--- config.mk ---
export PLATFORM = sky130hd
export DESIGN_NAME = cl_frame_tx_flat
export DESIGN_NICKNAME = d
export VERILOG_FILES = /design/src/rtl/cl_frame_tx_pkg.sv /design/src/rtl/cl_frame_tx_if.sv /design/src/rtl/cl_pixel_packer.sv /design/src/rtl/cl_frame_tx.sv /design/src/flat_wrapper.sv
export SDC_FILE = /design/constraint.sdc
export NUM_CORES = 1
export LEC_CHECK = 0
export ABC_AREA = 1
export CORE_ASPECT_RATIO = 1.1
export CORE_MARGIN = 4
export CORE_UTILIZATION = 43
export CTS_CLUSTER_DIAMETER = 150
export DETAILED_ROUTE_END_ITERATION = 16
export GPL_TIMING_DRIVEN = 1
export SYNTH_ARGS = -nofsm -noshare
export SYNTH_HDL_FRONTEND = slang
export SYNTH_SLANG_ARGS = --single-unit
--- constraint.sdc ---
create_clock -name clk_85 -period 6.1 [get_ports clk_85]
set_input_delay 1.22 -clock clk_85 [delete_from_list [all_inputs] [get_ports clk_85]]
set_output_delay 1.22 -clock clk_85 [all_outputs]
set_load 0.02 [all_outputs]
--- src/rtl/cl_frame_tx_pkg.sv ---
// Shared constants and types for the Camera Link 10-tap test-pattern transmitter.
package cl_frame_tx_pkg;

    localparam int   N_FRAME_SIZE     = 20;
    localparam logic TRUE             = 1'b1;
    localparam logic FALSE            = 1'b0;

    localparam int   PIXEL_BITS       = 12;
    localparam int   PIX_PER_GROUP    = 10;
    localparam int   CLOCKS_PER_GROUP = 3;
    localparam int   TAP_BITS         = 40;
    localparam int   GROUP_BITS       = PIX_PER_GROUP * PIXEL_BITS;

    typedef enum logic [1:0] {
        CL_0 = 2'd0,
        CL_1 = 2'd1,
        CL_2 = 2'd2
    } cl_phase_e;

    typedef logic [PIXEL_BITS-1:0]          pixel_t;
    typedef pixel_t [PIX_PER_GROUP-1:0]     pixel_group_t;

    // Width needed to hold values 0..value-1; never narrower than one bit.
    function automatic int log2(input int value);
        int r;
        r = 1;
        while ((1 << r) < value) r++;
        return r;
    endfunction

endpackage

--- src/rtl/cl_frame_tx_if.sv ---
// Control/status handshake plus the Camera Link video bus of the frame transmitter.
interface cl_frame_tx_if;
    import cl_frame_tx_pkg::*;

    logic                    start;
    logic [N_FRAME_SIZE-1:0] n_frame;
    logic                    stop;
    logic                    busy;
    logic                    frame_done;
    logic [N_FRAME_SIZE-1:0] frame_cnt;
    logic                    cl_fval;
    logic                    cl_lval;
    logic [7:0]              cl_port_a, cl_port_b, cl_port_c, cl_port_d, cl_port_e;
    logic [7:0]              cl_port_f, cl_port_g, cl_port_h, cl_port_i, cl_port_j;

    // The transmitter side.
    modport master (
        input  start, n_frame, stop,
        output busy, frame_done, frame_cnt, cl_fval, cl_lval,
        output cl_port_a, cl_port_b, cl_port_c, cl_port_d, cl_port_e,
        output cl_port_f, cl_port_g, cl_port_h, cl_port_i, cl_port_j
    );

    // The controller / capture side.
    modport slave (
        output start, n_frame, stop,
        input  busy, frame_done, frame_cnt, cl_fval, cl_lval,
        input  cl_port_a, cl_port_b, cl_port_c, cl_port_d, cl_port_e,
        input  cl_port_f, cl_port_g, cl_port_h, cl_port_i, cl_port_j
    );

endinterface

--- src/rtl/cl_pixel_packer.sv ---
// Selects the 40-bit tap slice of a 10-pixel group for one of the three CL clock phases.
module cl_pixel_packer
    import cl_frame_tx_pkg::*;
(
    input  pixel_group_t          pix,
    input  cl_phase_e             phase,
    output logic [TAP_BITS-1:0]   slice
);

    logic [GROUP_BITS-1:0] word;

    // Pixel 0 occupies the most significant bits of the group word.
    always_comb begin
        word = '0;
        for (int k = 0; k < PIX_PER_GROUP; k++) begin
            word[(PIX_PER_GROUP-1-k)*PIXEL_BITS +: PIXEL_BITS] = pix[k];
        end
    end

    // NOTE: every path assigns slice (default arm included), so no latch is inferred.
    always_comb begin
        case (phase)
            CL_0:    slice = word[3*TAP_BITS-1:2*TAP_BITS];
            CL_1:    slice = word[2*TAP_BITS-1:TAP_BITS];
            CL_2:    slice = word[TAP_BITS-1:0];
            default: slice = '0;
        endcase
    end

endmodule

--- src/rtl/cl_frame_tx.sv ---
// Camera Link 10-tap frame transmitter: FVAL/LVAL timing plus a moving 12-bit ramp pattern.
module cl_frame_tx
    import cl_frame_tx_pkg::*;
#(
    parameter int PIXEL_SIZE = 12,
    parameter int N_COL      = 2560,
    parameter int N_ROW      = 1080,
    parameter int H_BLANK    = 16,
    parameter int V_BLANK    = 64,
    parameter int FV_LEAD    = 2,
    parameter int FV_TRAIL   = 2
) (
    input  logic          clk_85,
    input  logic          reset,
    cl_frame_tx_if.master cl
);

    localparam int N_GRP  = N_COL / PIX_PER_GROUP;
    localparam int GRP_W  = log2(N_GRP);
    localparam int ROW_W  = log2(N_ROW);
    localparam int T_M1   = (H_BLANK > V_BLANK) ? H_BLANK : V_BLANK;
    localparam int T_M2   = (FV_LEAD > FV_TRAIL) ? FV_LEAD : FV_TRAIL;
    localparam int T_MAX  = (T_M1 > T_M2) ? T_M1 : T_M2;
    localparam int TMR_W  = log2(T_MAX);

    localparam logic [TMR_W-1:0]      T_LEAD   = TMR_W'(FV_LEAD - 1);
    localparam logic [TMR_W-1:0]      T_HBLANK = TMR_W'(H_BLANK - 1);
    localparam logic [TMR_W-1:0]      T_TRAIL  = TMR_W'(FV_TRAIL - 1);
    localparam logic [TMR_W-1:0]      T_VBLANK = TMR_W'(V_BLANK - 1);
    localparam logic [GRP_W-1:0]      LAST_GRP = GRP_W'(N_GRP - 1);
    localparam logic [ROW_W-1:0]      LAST_ROW = ROW_W'(N_ROW - 1);
    localparam logic [PIXEL_SIZE-1:0] BTM_FLIP = PIXEL_SIZE'(1) << (PIXEL_SIZE - 1);

    localparam logic [2:0] S_IDLE   = 3'd0;
    localparam logic [2:0] S_LEAD   = 3'd1;
    localparam logic [2:0] S_LINE   = 3'd2;
    localparam logic [2:0] S_HBLANK = 3'd3;
    localparam logic [2:0] S_TRAIL  = 3'd4;
    localparam logic [2:0] S_VBLANK = 3'd5;

    logic [2:0]              state_q,     state_d;
    logic [TMR_W-1:0]        timer_q,     timer_d;
    logic [GRP_W-1:0]        group_q,     group_d;
    cl_phase_e               phase_q,     phase_d;
    logic [ROW_W-1:0]        row_q,       row_d;
    logic [N_FRAME_SIZE-1:0] frame_cnt_q, frame_cnt_d;
    logic [N_FRAME_SIZE-1:0] n_frame_q,   n_frame_d;
    logic                    stop_q,      stop_d;
    logic                    done_d;
    logic                    fval_q, lval_q, busy_q, done_q;
    logic [TAP_BITS-1:0]     top_q, btm_q;

    logic                    timer_zero, last_grp, last_row, frames_done;
    logic                    fval_d, lval_d;
    pixel_group_t            pix_top, pix_btm;
    logic [TAP_BITS-1:0]     slice_top, slice_btm;

    assign timer_zero  = (timer_q == '0);
    assign last_grp    = (group_q == LAST_GRP);
    assign last_row    = (row_q == LAST_ROW);
    assign frames_done = stop_q || ((n_frame_q != '0) && (frame_cnt_q == n_frame_q));

    always_comb begin
        state_d     = state_q;
        timer_d     = timer_q;
        group_d     = group_q;
        phase_d     = phase_q;
        row_d       = row_q;
        frame_cnt_d = frame_cnt_q;
        n_frame_d   = n_frame_q;
        stop_d      = stop_q;
        done_d      = FALSE;

        case (state_q)
            S_IDLE: begin
                if (cl.start) begin
                    state_d     = S_LEAD;
                    timer_d     = T_LEAD;
                    group_d     = '0;
                    phase_d     = CL_0;
                    row_d       = '0;
                    frame_cnt_d = '0;
                    n_frame_d   = cl.n_frame;
                    stop_d      = cl.stop;
                end
            end
            S_LEAD: begin
                if (timer_zero) state_d = S_LINE;
                else            timer_d = timer_q - 1'b1;
            end
            S_LINE: begin
                if (phase_q == CL_0) begin
                    phase_d = CL_1;
                end else if (phase_q == CL_1) begin
                    phase_d = CL_2;
                end else begin
                    phase_d = CL_0;
                    if (!last_grp) begin
                        group_d = group_q + 1'b1;
                    end else begin
                        group_d = '0;
                        if (last_row) begin
                            row_d   = '0;
                            state_d = S_TRAIL;
                            timer_d = T_TRAIL;
                        end else begin
                            row_d   = row_q + 1'b1;
                            state_d = S_HBLANK;
                            timer_d = T_HBLANK;
                        end
                    end
                end
            end
            S_HBLANK: begin
                if (timer_zero) state_d = S_LINE;
                else            timer_d = timer_q - 1'b1;
            end
            S_TRAIL: begin
                if (timer_zero) begin
                    state_d     = S_VBLANK;
                    timer_d     = T_VBLANK;
                    frame_cnt_d = frame_cnt_q + 1'b1;
                    done_d      = TRUE;
                end else begin
                    timer_d = timer_q - 1'b1;
                end
            end
            S_VBLANK: begin
                if (!timer_zero) begin
                    timer_d = timer_q - 1'b1;
                end else if (frames_done) begin
                    state_d = S_IDLE;
                end else begin
                    state_d = S_LEAD;
                    timer_d = T_LEAD;
                end
            end
            default: state_d = S_IDLE;
        endcase

        // A stop is only remembered once a run is under way; it takes effect at frame end.
        if ((state_q != S_IDLE) && cl.stop) stop_d = TRUE;
    end

    assign lval_d = (state_d == S_LINE);
    assign fval_d = (state_d == S_LEAD) || (state_d == S_LINE) ||
                    (state_d == S_HBLANK) || (state_d == S_TRAIL);

    // Pixels are built from next-cycle counters so the registered ports line up with LVAL.
    always_comb begin
        pix_top = '0;
        pix_btm = '0;
        for (int k = 0; k < PIX_PER_GROUP; k++) begin
            pix_top[k] = PIXEL_SIZE'(PIX_PER_GROUP * int'(group_d) + k +
                                     int'(row_d) + int'(frame_cnt_q));
            pix_btm[k] = pix_top[k] ^ BTM_FLIP;
        end
    end

    cl_pixel_packer u_pack_top (
        .pix   (pix_top),
        .phase (phase_d),
        .slice (slice_top)
    );

    cl_pixel_packer u_pack_btm (
        .pix   (pix_btm),
        .phase (phase_d),
        .slice (slice_btm)
    );

    // NOTE: state registers use non-blocking assignments so every flop samples pre-edge values.
    always_ff @(posedge clk_85 or posedge reset) begin
        if (reset) begin
            state_q     <= S_IDLE;
            timer_q     <= '0;
            group_q     <= '0;
            phase_q     <= CL_0;
            row_q       <= '0;
            frame_cnt_q <= '0;
            n_frame_q   <= '0;
            stop_q      <= FALSE;
            fval_q      <= FALSE;
            lval_q      <= FALSE;
            busy_q      <= FALSE;
            done_q      <= FALSE;
            top_q       <= '0;
            btm_q       <= '0;
        end else begin
            state_q     <= state_d;
            timer_q     <= timer_d;
            group_q     <= group_d;
            phase_q     <= phase_d;
            row_q       <= row_d;
            frame_cnt_q <= frame_cnt_d;
            n_frame_q   <= n_frame_d;
            stop_q      <= stop_d;
            fval_q      <= fval_d;
            lval_q      <= lval_d;
            busy_q      <= (state_d != S_IDLE);
            done_q      <= done_d;
            top_q       <= lval_d ? slice_top : '0;
            btm_q       <= lval_d ? slice_btm : '0;
        end
    end

    assign cl.busy       = busy_q;
    assign cl.frame_done = done_q;
    assign cl.frame_cnt  = frame_cnt_q;
    assign cl.cl_fval    = fval_q;
    assign cl.cl_lval    = lval_q;
    assign cl.cl_port_a  = top_q[39:32];
    assign cl.cl_port_b  = top_q[31:24];
    assign cl.cl_port_c  = top_q[23:16];
    assign cl.cl_port_d  = top_q[15:8];
    assign cl.cl_port_e  = top_q[7:0];
    assign cl.cl_port_f  = btm_q[39:32];
    assign cl.cl_port_g  = btm_q[31:24];
    assign cl.cl_port_h  = btm_q[23:16];
    assign cl.cl_port_i  = btm_q[15:8];
    assign cl.cl_port_j  = btm_q[7:0];

endmodule

--- src/flat_wrapper.sv ---
// flat-port wrapper written by rule: the top's interface ports become plain ports
module cl_frame_tx_flat import cl_frame_tx_pkg::*;
#(
    parameter int PIXEL_SIZE = 12,
    parameter int N_COL      = 2560,
    parameter int N_ROW      = 1080,
    parameter int H_BLANK    = 16,
    parameter int V_BLANK    = 64,
    parameter int FV_LEAD    = 2,
    parameter int FV_TRAIL   = 2
)
  (clk_85, reset, cl_start, cl_n_frame, cl_stop, cl_busy, cl_frame_done, cl_frame_cnt, cl_cl_fval, cl_cl_lval, cl_cl_port_a, cl_cl_port_b, cl_cl_port_c, cl_cl_port_d, cl_cl_port_e, cl_cl_port_f, cl_cl_port_g, cl_cl_port_h, cl_cl_port_i, cl_cl_port_j);
  cl_frame_tx_if cl_i ();
  input  logic clk_85;
  input  logic reset;
  input wire logic [$bits(cl_i.start)-1:0] cl_start;
  input wire logic [$bits(cl_i.n_frame)-1:0] cl_n_frame;
  input wire logic [$bits(cl_i.stop)-1:0] cl_stop;
  output wire logic [$bits(cl_i.busy)-1:0] cl_busy;
  output wire logic [$bits(cl_i.frame_done)-1:0] cl_frame_done;
  output wire logic [$bits(cl_i.frame_cnt)-1:0] cl_frame_cnt;
  output wire logic [$bits(cl_i.cl_fval)-1:0] cl_cl_fval;
  output wire logic [$bits(cl_i.cl_lval)-1:0] cl_cl_lval;
  output wire logic [$bits(cl_i.cl_port_a)-1:0] cl_cl_port_a;
  output wire logic [$bits(cl_i.cl_port_b)-1:0] cl_cl_port_b;
  output wire logic [$bits(cl_i.cl_port_c)-1:0] cl_cl_port_c;
  output wire logic [$bits(cl_i.cl_port_d)-1:0] cl_cl_port_d;
  output wire logic [$bits(cl_i.cl_port_e)-1:0] cl_cl_port_e;
  output wire logic [$bits(cl_i.cl_port_f)-1:0] cl_cl_port_f;
  output wire logic [$bits(cl_i.cl_port_g)-1:0] cl_cl_port_g;
  output wire logic [$bits(cl_i.cl_port_h)-1:0] cl_cl_port_h;
  output wire logic [$bits(cl_i.cl_port_i)-1:0] cl_cl_port_i;
  output wire logic [$bits(cl_i.cl_port_j)-1:0] cl_cl_port_j;
  assign cl_i.start = cl_start;
  assign cl_i.n_frame = cl_n_frame;
  assign cl_i.stop = cl_stop;
  assign cl_busy = cl_i.busy;
  assign cl_frame_done = cl_i.frame_done;
  assign cl_frame_cnt = cl_i.frame_cnt;
  assign cl_cl_fval = cl_i.cl_fval;
  assign cl_cl_lval = cl_i.cl_lval;
  assign cl_cl_port_a = cl_i.cl_port_a;
  assign cl_cl_port_b = cl_i.cl_port_b;
  assign cl_cl_port_c = cl_i.cl_port_c;
  assign cl_cl_port_d = cl_i.cl_port_d;
  assign cl_cl_port_e = cl_i.cl_port_e;
  assign cl_cl_port_f = cl_i.cl_port_f;
  assign cl_cl_port_g = cl_i.cl_port_g;
  assign cl_cl_port_h = cl_i.cl_port_h;
  assign cl_cl_port_i = cl_i.cl_port_i;
  assign cl_cl_port_j = cl_i.cl_port_j;
  cl_frame_tx #(.PIXEL_SIZE(PIXEL_SIZE), .N_COL(N_COL), .N_ROW(N_ROW), .H_BLANK(H_BLANK), .V_BLANK(V_BLANK), .FV_LEAD(FV_LEAD), .FV_TRAIL(FV_TRAIL)) u_core (.clk_85(clk_85), .reset(reset), .cl(cl_i));
endmodule
==> results.md <==
- The run finished with clean final reports.
- After legalization and detailed placement, the total HPWL measured 25.1 mm.
- The number of max-cap violations is 0.
- Counting I/O delays and the setup requirement, the final critical path takes 5880 ps.
- After synthesis, the share of flip-flops with an asynchronous set or reset is 100%.
- After synthesis, the most frequently instantiated cells are sky130_fd_sc_hd__nand2_1 (197), sky130_fd_sc_hd__inv_1 (174), sky130_fd_sc_hd__dfrtp_1 (125).
- In this run the deepest clock path goes through 2 buffers.
- The number of cells produced by synthesis is 1320.
- The number of distinct library cell variants in the gate-level netlist after synthesis is 53.
- The total number of H-tree levels is 4.
- In this run the core area contains 59 standard-cell rows.
- The routed design has about 32 mm of wire.
- The number of enable-type register cells in the synthesized netlist is 0.
- Entering global routing, the biggest net connects 65 pins.
- The via count of the first global-routing pass is 9219.
- Yosys attributes the largest share of cell area to sky130_fd_sc_hd__dfrtp_1 (30%), sky130_fd_sc_hd__ha_1 (7.4%), sky130_fd_sc_hd__nand2_1 (7.2%).
- Summing every instance area after synthesis gives 0.0103 mm2.
- The number of synthesis warnings is 0.
- The finished cells cover 0.0125 mm2.
- The library cell with the highest instance count after synthesis is sky130_fd_sc_hd__nand2_1.
- Cells with a size suffix above 1 make up 11.2% of the layout.
- The number of buffers added for setup after CTS is 0.
- In this run the clock root is driven by a sky130_fd_sc_hd__clkbuf_16.
- The headroom to the max-slew limit is 44.0%.
- At the worst endpoint, the required time is 6460 ps.
- The static power due to leakage is 6.05 nW.
- The setup-violating endpoint count in the final report is 0.
- The final critical path takes up 96.4% of the cycle.
- The number of antenna violations at the first check in global routing came to 0.
- The detailed-router iteration count before antenna repair is 5.
- STA classifies the critical path startpoint as a primary input.
- The initial standard-cell utilization of the core is 43.6%.
- The largest single stage delay on the critical path is between 500 and 600 ps.
- The transition time at the pin with the least slew margin is approximately 840 ps.
- The global placement routability congestion is 0.981.
- The area share of the largest cell type after synthesis is 30.5%.
- The slowest stage of the critical path belongs to the cell sky130_fd_sc_hd__fa_1.
- Using the TritonRoute via totals, the vias-per-cell ratio works out to 5.31.
- The die height is 170 um.
- For this run, the register share of the synthesized area comes to between 30% and 40%.
- 128 I/O pins were placed.
- The total count of max-transition violations in the final report is 0.
- The number of diodes is 0.
- Global routing finished with a remaining overflow of 0.
- Setup repair after global routing left no endpoint under its margin.
- Based on the critical path, the design can be clocked at up to between 150 and 200 MHz.
- TritonCTS created 17 clock buffers.
- The core area is approximately 0.024 mm2.
- VDD sags by at most roughly 0.18 mV.
- The start-to-end type of the worst setup path is primary input to flip-flop.
- The die width is roughly 160 um.
- The post-synthesis net count is 1435.
- The signed area change from the synthesized netlist to the final layout is 22.2%.
- The number of nets at the end of the flow is between 1500 and 2000.
- The accumulated negative setup slack is 0 ps.
- STA classifies the critical path endpoint as a flip-flop.
- In this design, the critical path's most frequently occurring cell is sky130_fd_sc_hd__inv_1.
- Synthesis inferred 125 register bits.
- In this run the worst path has a maximum fanout of 6.
- The number of DRC markers after the initial detailed-route iteration is between 700 and 800.
- Across every metal layer, demand over resource in global routing totals 24.5%.
- The routed layout has between 9000 and 10000 vias.
- The first global-routing pass estimated 50.4 mm of wire.
- The placed instance area is 0.0119 mm2.
- The arrival time at the worst endpoint is 6240 ps.
- The final clock skew is 16.4 ps.
- Summed over all instances, the cell type with the most area after synthesis is sky130_fd_sc_hd__dfrtp_1.
- The clock tree from TritonCTS is done.
- The clock reaches the later pin of the worst-skew pair after 440 ps.
- The clock net in this run drives a total of between 100 and 150 sinks.
- The path class of the tightest hold or removal check is flip-flop to flip-flop.
- For this run, the leading register cell type out of synthesis is sky130_fd_sc_hd__dfrtp_1.
- Final hold analysis gives a worst-case slack of approximately 520 ps.
- The number of failing hold endpoints at the final stage is 0.
- Dividing the detail-routed wire length by the instance count gives 17.9 um.
- Total power for the finished layout comes to 1.89 mW.
- Clock-pin slew was measured on the worst setup and hold paths at 70 ps.
- The post-detailed-route count of antenna-violating nets is 0.
- The count of input and output buffers is 127.
- After detailed routing, the number of remaining DRC violations is 0.
- The die covers 0.0264 mm2.
- The synthesized area per cell is just under 8 um2.
- Dividing total power by cell area gives a power density of 150 mW/mm2.
[through the flow]
stage | instances | worst slack [ps] | utilization [%]
3_5_place_dp | 1748 | -136 | 50.7
2_1_floorplan | 1320 | 534 | -
5_1_grt | 1780 | 7.87 | 53.2
6_report | 1780 | 221 | 53.2
3_3_place_gp | 1748 | -41.4 | 50.7
4_1_cts | 1780 | 300 | 53.2
[layout by cell type, fill, tap and decap left out, types with 4 or more instances in the layout]
cell type,count
sky130_fd_sc_hd__inv_2,13
sky130_fd_sc_hd__inv_6,4
sky130_fd_sc_hd__clkdlybuf4s50_1,127
sky130_fd_sc_hd__nand3_1,76
sky130_fd_sc_hd__inv_1,173
sky130_fd_sc_hd__nand2_2,6
sky130_fd_sc_hd__nor2_1,99
sky130_fd_sc_hd__ha_1,61
sky130_fd_sc_hd__xor2_1,60
sky130_fd_sc_hd__a21o_1,11
sky130_fd_sc_hd__a21oi_1,114
sky130_fd_sc_hd__nand3_2,4
sky130_fd_sc_hd__nand4_1,16
sky130_fd_sc_hd__or2_2,11
sky130_fd_sc_hd__o21ai_1,10
sky130_fd_sc_hd__nand2_1,197
sky130_fd_sc_hd__nor2_2,6
sky130_fd_sc_hd__dfrtp_1,125
sky130_fd_sc_hd__nand2_4,7
sky130_fd_sc_hd__xnor2_1,27
sky130_fd_sc_hd__nor3_1,22
sky130_fd_sc_hd__clkbuf_16,17
sky130_fd_sc_hd__o22ai_1,17
sky130_fd_sc_hd__a31oi_1,20
sky130_fd_sc_hd__fa_1,30
sky130_fd_sc_hd__buf_4,65
sky130_fd_sc_hd__o21ai_0,102
sky130_fd_sc_hd__nor2_4,4
sky130_fd_sc_hd__inv_8,4
sky130_fd_sc_hd__clkinv_8,4
[kinds of logic after synthesis]
logic type / share of synthesized area, %
buffers and inverters: 11.8
and+or+nand+nor: 21.3
xor gates and xnor gates: 7.43
DFF: 30.5
AOI/OAI and AO/OA: 15.8
adders and majority gates: 13.3
[what timing repair did]
action	CTS	global route
endpoints found under the setup margin	0	11
hold buffers	0	0
resized for setup	0	8
[final cells by class]
class                      count  area, um2
multi-input combinational    935       5930
fill                        2261      11000
sequential                   125       3130
timing repair buffer         193       1780
inverter                     190        721
tap                          305        382
clock inverter                15        170
clock buffer                  17        425
[registers in the layout (all words and copies together), names as in the netlist]
name and cells:
u_core.timer_q 6, u_core.stop_q 1, u_core.cl.busy 1, u_core.top_q 40
u_core.state_q 3, u_core.n_frame_q 20, u_core.cl.frame_done 1, u_core.cl.frame_cnt 20
u_core.btm_q 10, u_core.phase_q 2, u_core.row_q 11, u_core.group_q 8
u_core.cl.cl_fval 1, u_core.cl.cl_lval 1
[per-layer routing]
layer  share of wire, %  routed length [um]  vias up  GRT usage (%)
li1                   -                   -     4592              -
met1                 42               13400     4484           31.2
met2                 50               15800      313           42.4
met3                4.8                1530       55           3.05
met4                3.7                1180        0           9.63
met5                  0                   0        -              0
[where the power goes]
group | internal (mW) | total, mW | switching [mW]
combinational | 0.0143 | 0.0328 | 0.0185
clock | 0.550 | 1.02 | 0.474
sequential | 0.829 | 0.829 | 0
total | 1.39 | 1.89 | 0.493
[critical path: cells and delay by family]
family,cells,cell delay [ps]
compound gates,4,1140
xor+xnor,1,130
fa+ha+maj,6,1960
buf+inv,9,1120
simple gates,6,670
[final timing paths]
path	from	end	slack, ps	cells past startpoint
worst max-delay path	cl_start	u_core.top_q[19]	220	26
worst min-delay path	u_core.timer_q[5]	u_core.timer_q[5]	520	2
worst max register to register	u_core.group_q[1]	u_core.top_q[19]	410	28
worst min register to register	u_core.timer_q[5]	u_core.timer_q[5]	520	2
max in group asynchronous	reset	u_core.cl.frame_cnt[3]	3990	3
min in group asynchronous	reset	u_core.top_q[38]	1290	2
(Power assumes the default switching activity.)
